--- config.mk ---
export PLATFORM = sky130hd
export DESIGN_NAME = vend_change_dispenser
export DESIGN_NICKNAME = d
export VERILOG_FILES = /design/src/rtl/vend_change_dispenser.sv
export SDC_FILE = /design/constraint.sdc
export NUM_CORES = 1
export LEC_CHECK = 0
export BUFFER_PORTS_ARGS = -buffer_cell sky130_fd_sc_hd__buf_2
export CAP_MARGIN = 5
export CORE_MARGIN = 4
export CORE_UTILIZATION = 35
export CTS_CLUSTER_DIAMETER = 120
export CTS_CLUSTER_SIZE = 8
export DETAILED_ROUTE_END_ITERATION = 10
export PLACE_DENSITY = 0.48
export SYNTH_ARGS = -nofsm -noshare
export SYNTH_HDL_FRONTEND = slang
export SYNTH_SLANG_ARGS = --single-unit
--- constraint.sdc ---
create_clock -name clk -period 3.34 [get_ports clk]
set_input_delay 0.501 -clock clk [delete_from_list [all_inputs] [get_ports clk]]
set_output_delay 0.501 -clock clk [all_outputs]
set_load 0.01 [all_outputs]
--- src/rtl/vend_change_dispenser.sv ---
// Vending core: accumulates coins, strobes dispense once credit reaches PRICE,
// then pays back any remainder one coin at a time over a valid/ack handshake.
module vend_change_dispenser #(
  parameter int WIDTH = 8,
  parameter int PRICE = 75
) (
  input  logic             clk,
  input  logic             rst_n,
  input  logic             coin_valid,
  input  logic [1:0]       coin_code,
  input  logic             cancel,
  output logic [WIDTH-1:0] credit,
  output logic             dispense,
  output logic             change_valid,
  output logic [1:0]       change_coin,
  input  logic             change_ack,
  output logic             reject,
  output logic             busy
);

  typedef enum logic [1:0] {
    COLLECT = 2'd0,
    VEND    = 2'd1,
    CHANGE  = 2'd2
  } state_t;

  localparam logic [WIDTH-1:0] PRICE_W    = WIDTH'(PRICE);
  localparam logic [WIDTH:0]   CREDIT_MAX = {1'b0, {WIDTH{1'b1}}};

  state_t           state_q, state_d;
  logic [WIDTH-1:0] credit_q, credit_d;
  logic             dispense_q, dispense_d;
  logic             change_valid_q, change_valid_d;
  logic [1:0]       change_coin_q, change_coin_d;
  logic             reject_q, reject_d;
  logic             busy_q, busy_d;
  logic [WIDTH:0]   coin_sum;

  function automatic logic [WIDTH-1:0] coin_value(input logic [1:0] code);
    logic [WIDTH-1:0] v;
    case (code)
      2'b00:   v = WIDTH'(5);
      2'b01:   v = WIDTH'(10);
      2'b10:   v = WIDTH'(25);
      default: v = '0;
    endcase
    return v;
  endfunction

  function automatic logic [1:0] largest_coin(input logic [WIDTH-1:0] c);
    logic [1:0] code;
    if (c >= WIDTH'(25))      code = 2'b10;
    else if (c >= WIDTH'(10)) code = 2'b01;
    else                      code = 2'b00;
    return code;
  endfunction

  // One extra bit so a coin pushing credit past the register range is caught
  assign coin_sum = {1'b0, credit_q} + {1'b0, coin_value(coin_code)};

  always_comb begin
    state_d  = state_q;
    credit_d = credit_q;
    reject_d = 1'b0;

    unique case (state_q)
      COLLECT: begin
        if (coin_valid) begin
          if (coin_code == 2'b11 || coin_sum > CREDIT_MAX) reject_d = 1'b1;
          else                                            credit_d = coin_sum[WIDTH-1:0];
        end
        // Refund wins over vend when both apply on the same edge
        if (cancel && credit_d != '0)   state_d = CHANGE;
        else if (!(credit_d < PRICE_W)) state_d = VEND;
      end
      VEND: begin
        reject_d = coin_valid;
        credit_d = credit_q - PRICE_W;
        state_d  = (credit_d != '0) ? CHANGE : COLLECT;
      end
      CHANGE: begin
        reject_d = coin_valid;
        if (change_ack) begin
          credit_d = credit_q - coin_value(change_coin_q);
          if (credit_d == '0) state_d = COLLECT;
        end
      end
      default: state_d = COLLECT;
    endcase

    // Outputs are precomputed from the next state so they register with it
    dispense_d     = (state_d == VEND);
    change_valid_d = (state_d == CHANGE);
    change_coin_d  = change_valid_d ? largest_coin(credit_d) : 2'b00;
    busy_d         = (state_d != COLLECT);
  end

  always_ff @(posedge clk or negedge rst_n) begin
    if (!rst_n) begin
      state_q        <= COLLECT;
      credit_q       <= '0;
      dispense_q     <= 1'b0;
      change_valid_q <= 1'b0;
      change_coin_q  <= 2'b00;
      reject_q       <= 1'b0;
      busy_q         <= 1'b0;
    end else begin
      state_q        <= state_d;
      credit_q       <= credit_d;
      dispense_q     <= dispense_d;
      change_valid_q <= change_valid_d;
      change_coin_q  <= change_coin_d;
      reject_q       <= reject_d;
      busy_q         <= busy_d;
    end
  end

  assign credit       = credit_q;
  assign dispense     = dispense_q;
  assign change_valid = change_valid_q;
  assign change_coin  = change_coin_q;
  assign reject       = reject_q;
  assign busy         = busy_q;

endmodule

---- Word-level counts from Yosys, hierarchy flattened ----
Cells that the tools add are included.
Widths: inputs -> output; s select.
cells by class
  multipliers ............................. 0
  reduce and logical (&&, ||, !) cells .... 10
  add/sub/neg operators ................... 3
  equality and inequality tests ........... 9
  div/mod/pow operators ................... 0
  shift operators ......................... 0
  $lt $le $gt $ge ......................... 4
  muxes and demuxes ....................... 21
  bitwise gates (word level) .............. 0
operators with widths
  operator             count
  $mux 8               6
  $pmux 5 s3           2
  $pmux 8 s3           1
  $reduce_bool 8->1    2
  $mux 2               7
  $eq 2x2->1 const B   5
  $add 8x8->9          1
  $gt 9x8->1 const B   1
  $eq 2x1->1 const B   4
  $ge 8x4->1 const B   1
  $ge 8x5->1 const B   1
  $logic_not 8->1      1
  $lt 8x7->1 const B   1
  $sub 8x7->8 const B  1
  $sub 8x8->8          1
  $logic_not 2->1      3
  $pmux 2 s3           1
  $mux 1               3
  $pmux 1 s2           1
  $reduce_bool 2->1    1
  $reduce_or 2->1      1
  $logic_and 1x1->1    1
  $logic_or 1x1->1     1
word-level totals
  input port bits ......................... 7
  flip-flop bits (word level) ............. 16
  memory bits (read-only) ................. 0
  memories kept ........................... 0
  logic and storage cells ................. 54
  RAM bits ................................ 0
  bits in latches ......................... 0

---- Longest topological paths before layout ----
Gate-level depths: netlist of the first run.
  word-level depth ........................ 14
  gate-level depth with buffers ........... 13
  depth with buffers taken out ............ 13

---- Worst setup path after synthesis of the first run ----
No wires, ideal clock.
  path type ............................... input -> register
  start ................................... in coin_code[0]
  end ..................................... reg change_coin_q[0], in the netlist change_coin[0]
  slack ................................... 257 ps
  library setup time ...................... 67 ps
  stages on the path ...................... 12
  arrival ................................. 3016 ps
  path buffers ............................ 0
  cells stage by stage .................... inv_1 ha_1 inv_1 fa_1 nand2b_2 a211oi_4 o21ai_2 a211oi_2 o2bb2ai_2 or3b_1 a311oi_2 o2111a_1
between the ends
  elaborated cells on any way between the ends .. 24
  those cells by class .................... 1 x add/sub; 4 x order compare; 4 x eq/ne; 11 x mux; 4 x reduce/logical
RTL lines
  what                                RTL line  text
  from (decl)                         10        input logic [1:0] coin_code,
  $eq 2x2->1 (tied with other cells)  41        case (code)
  $pmux 5 s3                          41
  $add 8x8->9                         59        assign coin_sum = {1'b0, credit_q} + {1'b0, coin_value(coin_code)};
  $gt 9x8->1                          69        if (coin_code == 2'b11 || coin_sum > CREDIT_MAX) reject_d = 1'b1;
  $logic_or 1x1->1                    69
  $mux 8 *                            69
  $mux 8 *                            68        if (coin_valid) begin
  $mux 8 *                            66        unique case (state_q)
  $pmux 8 s3 *                        66
  net credit_d[2]                     31        logic [WIDTH-1:0] credit_q, credit_d;
  $ge 8x4->1                          53        else if (c >= WIDTH'(10)) code = 2'b01;
  $mux 1                              53
  $mux 2 *                            52        if (c >= WIDTH'(25)) code = 2'b10;
  $mux 2 *                            94        change_coin_d = change_valid_d ? largest_coin(credit_d) : 2'b00;
  net change_coin_d[0]                34        logic [1:0] change_coin_q, change_coin_d;
  to (signal assigned)                112       change_coin_q <= change_coin_d;
  to (decl)                           34
The timed path passes the listed nets; every way through them passes the cells marked *. The select of a mux whose other input is x is not followed.

---- Worst setup path in the final report of the first run ----
  start ................................... reg change_coin_q[0], in the netlist change_coin[0]
  end ..................................... reg change_valid_q, in the netlist change_valid
between the ends
  cells in the longest elaborated chain, start to end .. 10
  elaborated cells on any way between the ends .. 12
  those cells by class .................... 1 x add/sub; 3 x eq/ne; 6 x mux; 2 x reduce/logical
ends and longest elaborated chain
  what                                RTL line  text
  $eq 2x2->1 (tied with other cells)  41
  $pmux 5 s3 *                        41
  $mux 8 *                            83        if (change_ack) begin
  $mux 8 *                            66
  $sub 8x8->8 *                       84        credit_d = credit_q - coin_value(change_coin_q);
  $logic_not 8->1 *                   85        if (credit_d == '0) state_d = COLLECT;
  $mux 2 *                            85
  $mux 2 *                            83
  $pmux 2 s3 *                        66
  net state_d[1]                      30        state_t state_q, state_d;
  $eq 2x2->1 *                        93        change_valid_d = (state_d == CHANGE);
  net change_valid_d                  33        logic change_valid_q, change_valid_d;
  to (signal assigned)                111       change_valid_q <= change_valid_d;
  to (decl)                           33
Marks and branches as above.

==> flow_metrics.py, run 1 <==
metrics = {
    "critical_path": {
        "worst_setup_path_end_kind": "register",
        "path_class": "register to register",
        "crit_fanout": 4,
        "reg2regPathDepth": 14,
        "cp.arrival_ps": 3320,
        "reg2reg_from": "change_coin[0]",
        "cp.required_ps": 3480,
        "startpoint_type": "register",
        "rrSetupSlack_ps": 160,
        "rr_endpoint": "change_valid",
    },
    "sta": {
        "max_freq_mhz": 315,
        "worstMarginPinSlew_ps": 698,
        "max-slew-margin-rel_pct": 53.5,
        "finalSetupViolations": 0,
        "period_share_pct": 95.2,
        "fin_skew_ps": 7.64,
        "slew_violations": 0,
        "fin_crit_ps": 3180,
        "finalHoldViolations": 0,
        "tns_ps": 0,
    },
    "floorplan": {
        "start_util_pct": 36.3,
        "rows": 27,
        "io_pins": 21,
        "core_area_mm2": 0.00557,
        "chipWidth_um": 84.1,
        "die_y_um": 84.1,
        "dieArea_mm2": 0.00707,
    },
    "drt": {
        "drc": 0,
        "wl_per_cell_um": 16.6,
        "vias": 2126,
        "firstDrtPassIters": 4,
        "wirelength_um": 6390,
        "vias_per_cell": 5.51,
        "drtIter0Drc": 111,
        "final_antenna_net_count": 0,
    },
    "place": {
        "globalplace.congestion": 0.856,
        "post-place-cells": 378,
        "place_area_mm2": 0.00252,
        "hpwl_um": 5110,
        "numPortBuffers": 20,
    },
    "outcome": {
        "status": "complete, no violations",
    },
    "logic_synthesis": {
        "synth.yosys.warnings": 0,
        "synth-edff-count": 0,
        "netlist_area_mm2": 0.00203,
        "synth_adder_area_share_pct": 15.6,
        "yosys.area_share.xor_xnor_pct": 3.89,
        "syn-num-nets": 281,
        "postSynthCellCount": 250,
        "synth_cell_types": 69,
        "synth_compound_area_share_pct": 31.7,
        "synthTopCellsByArea": "dfrtp_1 20%, ha_1 14%, inv_1 5.6%",
        "synthMuxAreaShare_pct": 0.988,
        "synth-main-ff-cell": "dfrtp_1",
        "yosysTopAreaCell": "dfrtp_1",
        "netlist.area_leader.share_pct": 19.8,
        "synth_top_family_by_area": "compound AO/OA/AOI/OAI gates",
        "ys_seq_elements": 16,
        "synth_simple_gate_area_share_pct": 20.2,
        "synth.avg_cell_area_um2": 8.10,
        "ys_seq_area_share_pct": 19.8,
        "synthArstFlopShare_pct": 100,
    },
    "global_routing": {
        "grtUsageMet1_pct": 23.5,
        "grtUsageMet3_pct": 2.47,
        "grtUsageTotal_pct": 17.4,
        "grt_pass1_wl_um": 9970,
        "gr-max-usage-layer": "met2",
        "antenna_found_initial": 0,
        "grt_pass1_vias": 1975,
        "gr-total-overflow": 0,
        "grtUsageMet2_pct": 29.6,
        "grt_max_degree": 18,
    },
    "finish": {
        "final-instance-count-excl-fill": 386,
        "final_common_cell": "buf_4",
        "nets": 346,
        "antenna-diode-count": 0,
        "final_layout_size_suffix_gt1_share_pct": 33.1,
        "synthToLayoutAreaGrowth_pct": 31.8,
        "design_area_mm2": 0.00267,
        "final_cell_mix": "49 x buf_4, 29 x inv_1, 22 x ha_1",
    },
    "clocking": {
        "cts_buffer_depth": 2,
        "clk_latency_ps": 260,
        "clkSinkCount": 16,
        "numCtsBuffers": 3,
        "cts_root_buf": "clkbuf_8",
        "cts_tree": "built",
        "clk_pin_slew_ps": 80,
        "htreeDepth": 1,
    },
    "power": {
        "power.density_mw_per_mm2": 1220,
        "peakVddDrop_v": 0.000535,
        "p_leak_uw": 0.00129,
    },
    "flow_run": {
        "maxCapViolations": 0,
    },
    "min_path": {
        "min_path_type": "input port to asynchronous set/reset pin",
    },
}
==> per-stage QoR <==
step | hold slack, ps | power (µW) | worst slack (ps) | utilization, %
after detailed placement | 452 | 2860 | -72.2 | 45.2
after floorplan | 205 | 1890 | 257 | -
after global placement | 449 | 2880 | -20.3 | 45.2
after global routing | 175 | 3520 | -25.5 | 47.9
final | 150 | 3260 | 161 | 47.9
after CTS | 167 | 3060 | 2.14 | 46.2
==> metal layers <==
layer  vias to the layer above  wire, µm
met5                         -         0
met4                         0        45
met3                         6       247
met2                        53      3090
met1                      1017      3010
li1                       1050         -
==> sequential cells by signal, summed over array words and instances, names as in the netlist <==
signal        cells
credit            8
change_coin       2
state_q           2
busy              1
change_valid      1
dispense          1
reject            1
==> power by group <==
part / switching (µW) / internal, µW / total (µW)
sequential: 83.8 / 295 / 379
clock: 76.8 / 105 / 182
combinational: 1430 / 1270 / 2700
==> timing repair <==
action                                  4_1_cts  5_1_grt
setup buffers                                 0        4
gates resized for setup                       0       17
endpoints found under the setup margin        0        6
hold buffers                                  0        0
==> critical path: stages (launching register included) <==
cell and delay (ps):
dfrtp_1 430, inv_2 80, ha_1 140, inv_1 40
ha_1 310, and3b_1 210, or3_1 370, a2111oi_2 310
buf_4 160, nand4_1 150, a32oi_2 280, o41ai_2 130
o21ai_2 220, inv_2 70, and2_1 160
==> how the worst max path moves through the flow <==
stage	start	endpoint	slack, ps	depth (start not counted)
after floorplan	coin_code[0]	change_coin[0]	260	12
after global placement	coin_code[0]	change_coin[0]	-20	13
after detailed placement	coin_code[0]	change_coin[1]	-70	13
after CTS	change_coin[0]	change_coin[0]	2	14
after global routing	credit[0]	change_coin[0]	-30	13
final	change_coin[0]	change_valid	160	14
==> synthesized netlist by cell type (2+ instances only) <==
master    number
buf_2          4
o2111a_1       2
ha_1          22
a32oi_1        4
and2_1         2
o21ai_1        4
xnor2_1        7
a21o_1         5
o22ai_1        5
o21ai_2        2
o221ai_1       2
nor2b_1        2
nand3_1        7
a21oi_1       14
xor2_1         2
o31a_1         2
a31oi_1        4
mux2i_1        2
o21ai_0       13
clkbuf_1       6
inv_1         30
or3_1          3
nor2_2         2
and3b_1        3
nor2_1        13
dfrtp_1       16
nand4_1        2
nor3_1         3
nand2b_1       3
nand4b_1       2
o211ai_1       3
o211a_1        2
a211oi_2       2
nand2_1       16
nor3b_1        3
fa_1           2
a221oi_1       2
==> layout make-up <==
| class | count | area (µm²) |
|---|---|---|
| fillers | 575 | 2900 |
| inverters | 31 | 116 |
| multi-input cells | 193 | 1530 |
| well taps | 72 | 90.1 |
| flip-flops and latches | 16 | 402 |
| repair buffers | 70 | 479 |
| clock buffers | 4 | 55.1 |
==> logic make-up after synthesis <==
kind of cell	count (synthesis)
AOI/OAI and AO/OA	85
and+or+nand+nor	73
buffers and inverters	41
adders and majority gates	24
DFF	16
xor gates and xnor gates	9
muxes	2
(Power assumes the default switching activity.)
==> run 2: changes to the inputs <==
CORE_UTILIZATION = 40   (was 35)
PLACE_DENSITY = 0.54   (was 0.48)
==> flow_metrics.py, run 2 (synthesis results as in run 1) <==
metrics = {
    "outcome": {
        "status": "complete, no violations",
    },
    "clocking": {
        "cts_root_buf": "clkbuf_8",
        "clkSinkCount": 16,
        "cts_tree": "built",
        "clk_latency_ps": 260,
        "clk_pin_slew_ps": 70,
        "numCtsBuffers": 3,
        "htreeDepth": 1,
        "cts_hold_buffers": 0,
        "cts_buffer_depth": 2,
    },
    "critical_path": {
        "path_class": "register to register",
        "rrSetupSlack_ps": 170,
        "cp.arrival_ps": 3320,
        "reg2regPathDepth": 14,
        "critPathMaxStageDelay_ps": 410,
        "crit_fanout": 3,
        "startpoint_type": "register",
        "reg2reg_from": "change_coin[0]",
        "cp.required_ps": 3490,
        "cpMaxStageDelayCell": "dfrtp_1",
        "cp_cell_sequence": "inv_1 -> ha_1 -> inv_1 -> ha_1 -> and3b_1 -> or3_1 -> a2111oi_2 -> buf_4 -> nand4_1 -> a32oi_1 -> o41ai_2 -> o21ai_2 -> inv_2 -> and2_1",
        "rr_endpoint": "change_valid",
        "worst_setup_path_end_kind": "register",
    },
    "drt": {
        "drc": 0,
        "vias_per_cell": 5.59,
        "firstDrtPassIters": 4,
        "vias": 2047,
        "wl_per_cell_um": 16.2,
        "wirelength_um": 5920,
        "drtIter0Drc": 173,
        "final_antenna_net_count": 0,
    },
    "power": {
        "swShare_pct": 49.7,
        "power_frac_comb_pct": 81.3,
        "power_frac_seq_pct": 12.6,
        "peakVddDrop_v": 0.000564,
        "power.density_mw_per_mm2": 1180,
        "p_leak_uw": 0.00121,
        "clock_power_share_pct": 6.2,
        "p_total_uw": 2960,
        "power.switching_uw": 1470,
        "p_int_uw": 1490,
    },
    "finish": {
        "nets": 331,
        "final-instance-count-excl-fill": 366,
        "final_cell_mix": "34 x buf_4, 30 x inv_1, 22 x ha_1",
        "synthToLayoutAreaGrowth_pct": 24.5,
        "antenna-diode-count": 0,
        "final_common_cell": "buf_4",
        "fin_util_pct": 52.3,
        "num-fill-cells": 494,
        "largest_reg_flops": 8,
        "final_layout_size_suffix_gt1_share_pct": 27.8,
    },
    "place": {
        "numPortBuffers": 20,
        "globalplace.congestion": 0.892,
        "hpwl_um": 4860,
        "post-place-cells": 360,
    },
    "floorplan": {
        "io_pins": 21,
        "dieArea_mm2": 0.00627,
        "core_area_mm2": 0.00482,
        "rows": 25,
        "start_util_pct": 42.1,
        "die_y_um": 79.2,
        "chipWidth_um": 79.2,
    },
    "sta": {
        "worstMarginPinSlew_ps": 614,
        "rsz0062_at_grt": "yes",
        "max-slew-margin-rel_pct": 59.1,
        "holdWs_ps": 137,
        "tns_ps": 0,
        "finalHoldViolations": 0,
        "finalSetupViolations": 0,
        "fin_skew_ps": 7.58,
        "max_freq_mhz": 315,
        "slew_violations": 0,
        "period_share_pct": 95.0,
        "fin_crit_ps": 3170,
    },
    "flow_run": {
        "maxCapViolations": 0,
    },
    "global_routing": {
        "gr-total-overflow": 0,
        "grt_max_degree": 17,
        "antenna_found_initial": 0,
        "grt_pass1_vias": 1962,
        "grtUsageTotal_pct": 20.2,
        "grt_pass1_wl_um": 9890,
    },
    "min_path": {
        "min_path_type": "input port to asynchronous set/reset pin",
    },
}
[run 2: worst max-delay path by stage]
stage                         from             end  slack [ps]  cells after the start
floorplan             coin_code[0]  change_coin[0]         260                     12
global placement      coin_code[0]  change_coin[0]         -20                     13
detailed placement    coin_code[0]  change_coin[0]         -80                     13
CTS                 change_coin[0]    change_valid          70                     14
global route             credit[0]  change_coin[0]         -30                     12
finish              change_coin[0]    change_valid         170                     14
[run 2: what timing repair did]
action | in CTS | in global routing
setup endpoints to repair | 0 | 5
gates resized for setup | 0 | 9
buffers inserted | 0 | 2
[run 2: through the flow]
stage / area (µm²) / setup slack, ps
floorplan: 2030 / 257
global placement: 2410 / -16.7
detailed placement: 2410 / -79.1
CTS: 2470 / 73.0
global route: 2520 / -31.5
finish: 2520 / 167
[run 2: power by group through the flow]
stage / Combinational (µW) / Clock [µW] / Sequential (µW)
6_report: 2410 / 183 / 373
5_1_grt: 2680 / 197 / 387
4_1_cts: 2310 / 189 / 374
3_5_place_dp: 2280 / 0 / 378
3_3_place_gp: 2290 / 0 / 379
2_1_floorplan: 1480 / 0 / 416
[run 2: critical path: cells and delay by family (launching register included)]
kind                       cells  cell delay, ps
AOI/OAI and AO/OA              4             990
adders and majority gates      2             440
buffers and inverters          4             360
DFF                            1             410
and+or+nand+nor                4             870
[run 2: area by class of cell]
type | count | area (µm²) | share of cell area [%]
Tap cell | 67 | 83.8 | 3.33
Multi-Input combinational cell | 193 | 1500 | 59.5
Sequential cell | 16 | 400 | 15.9
Inverter | 31 | 116 | 4.62
Clock buffer | 4 | 55.1 | 2.18
Timing Repair Buffer | 55 | 367 | 14.5
[run 2: per-layer routing]
layer	share of wire [%]	track usage, %
met2	45	31.7
met3	4.5	2.49
met5	0	0
met1	48	28.8
met4	2.3	6.19
==> run 3: changes to the inputs <==
RECOVER_POWER = 50   (was default)
REMOVE_ABC_BUFFERS = 1   (was default)
==> flow_metrics.py, run 3 (synthesis results as in run 1) <==
metrics = {
    "outcome": {
        "status": "complete, no violations",
    },
    "clocking": {
        "cts_root_buf": "clkbuf_8",
        "cts_tree": "built",
        "cts_buffer_depth": 2,
        "htreeDepth": 1,
        "clk_pin_slew_ps": 60,
        "numCtsBuffers": 3,
        "clkSinkCount": 16,
        "clk_latency_ps": 250,
    },
    "global_routing": {
        "antenna_found_initial": 0,
        "grtUsageTotal_pct": 19.4,
        "gr-total-overflow": 0,
        "grt_max_degree": 17,
        "grt_pass1_vias": 1841,
        "grt_pass1_wl_um": 9650,
    },
    "sta": {
        "slew_violations": 0,
        "finalSetupViolations": 0,
        "fin_crit_ps": 3160,
        "max_freq_mhz": 316,
        "fin_skew_ps": 3.81,
        "worstMarginPinSlew_ps": 809,
        "max-slew-margin-rel_pct": 46.1,
        "fin_ws_ps": 177,
        "finalHoldViolations": 0,
        "period_share_pct": 94.7,
        "tns_ps": 0,
    },
    "floorplan": {
        "start_util_pct": 42.1,
        "io_pins": 21,
        "chipWidth_um": 79.2,
        "rows": 25,
        "die_y_um": 79.2,
        "core_area_mm2": 0.00482,
        "dieArea_mm2": 0.00627,
    },
    "critical_path": {
        "startpoint_type": "register",
        "cp_cell_sequence": "inv_1 -> ha_1 -> inv_1 -> fa_1 -> xnor2_2 -> nand3_1 -> a2111oi_4 -> nand4_1 -> a32oi_2 -> o41ai_4 -> o21ai_2 -> inv_2 -> and2_1",
        "cpMaxStageDelayCell": "dfrtp_2",
        "cp_common_cell": "inv_1",
        "critPathMaxStageDelay_ps": 440,
        "crit_fanout": 4,
        "path_class": "register to register",
        "cp.arrival_ps": 3310,
        "cp.required_ps": 3480,
        "worst_setup_path_end_kind": "register",
    },
    "power": {
        "p_leak_uw": 0.00116,
        "power.density_mw_per_mm2": 1190,
        "peakVddDrop_v": 0.000508,
    },
    "min_path": {
        "min_path_type": "input port to asynchronous set/reset pin",
    },
    "drt": {
        "wirelength_um": 5880,
        "wl_per_cell_um": 16.3,
        "vias_per_cell": 5.59,
        "vias": 2019,
        "firstDrtPassIters": 4,
        "drtIter0Drc": 130,
        "final_antenna_net_count": 0,
        "drc": 0,
    },
    "place": {
        "numPortBuffers": 20,
        "place_area_mm2": 0.00237,
        "hpwl_um": 4740,
        "preCtsSetupSlack_ps": -81.4,
        "globalplace.congestion": 0.841,
        "post-place-cells": 354,
    },
    "finish": {
        "synthToLayoutAreaGrowth_pct": 25.0,
        "final-instance-count-excl-fill": 361,
        "final_layout_size_suffix_gt1_share_pct": 25.9,
        "fin_util_pct": 52.5,
        "largest_reg_flops": 8,
        "design_area_mm2": 0.00253,
        "nets": 326,
        "final_cell_mix": "29 x inv_1, 29 x buf_4, 21 x ha_1",
        "antenna-diode-count": 0,
    },
    "flow_run": {
        "maxCapViolations": 0,
    },
}
run 3: cell count changes in the layout (fill, tap and decap cells not counted), sizes merged:
cell / change
buf: -13
clkbuf: +8
run 3: stage by stage:
step                hold WS [ps]  power [µW]
finish                       315        3010
global route                 405        3300
CTS                          153        2810
detailed placement           428        2620
global placement             428        2630
floorplan                    205        1870
run 3: routing by layer:
metal / wire [µm] / global-route usage [%] / vias up
li1: - / - / 1009
met1: 2800 / 29.2 / 943
met2: 2650 / 30.1 / 61
met3: 379 / 2.49 / 6
met4: 51 / 2.92 / 0
met5: 0 / 0 / -
run 3: worst paths after layout:
check / slack, ps / end / depth (start not counted) / from
setup / recovery: 180 / change_valid / 13 / credit[0]
hold / removal: 320 / credit[3] / 1 / rst_n
setup reg to reg: 180 / change_valid / 13 / credit[0]
hold reg to reg: 590 / credit[0] / 2 / credit[0]
max in group asynchronous: 2470 / credit[0] / 1 / rst_n
min in group clk: 530 / reject / 2 / coin_valid
run 3: worst max-delay path: cells and delay by family, from the launching register on:
kind,cells,cell delay (ps)
adder cells (fa/ha/maj),2,600
XOR/XNOR,1,180
AND/OR/NAND/NOR,3,530
flip-flops,1,440
AO/OA/AOI/OAI,4,1070
buffers and inverters,3,240
run 3: what timing repair did:
action | CTS | global route
hold buffers | 0 | 0
setup buffers | 0 | 3
endpoints found under the setup margin | 3 | 6
gates cloned | 0 | 0
pin swaps | 0 | 10
resized for setup | 1 | 17
run 3: layout make-up:
cell class	count	area, µm²
sequential	16	403
multi-input combinational	193	1560
inverter	31	116
tap	67	83.8
fill	494	2290
clock buffer	4	55.1
timing repair buffer	50	313
run 3: power by group:
part           switching (µW)  leakage, µW  internal (µW)
Combinational            1330     0.000934           1100
Sequential                115     0.000199            296
Clock                    65.2    0.0000288            104
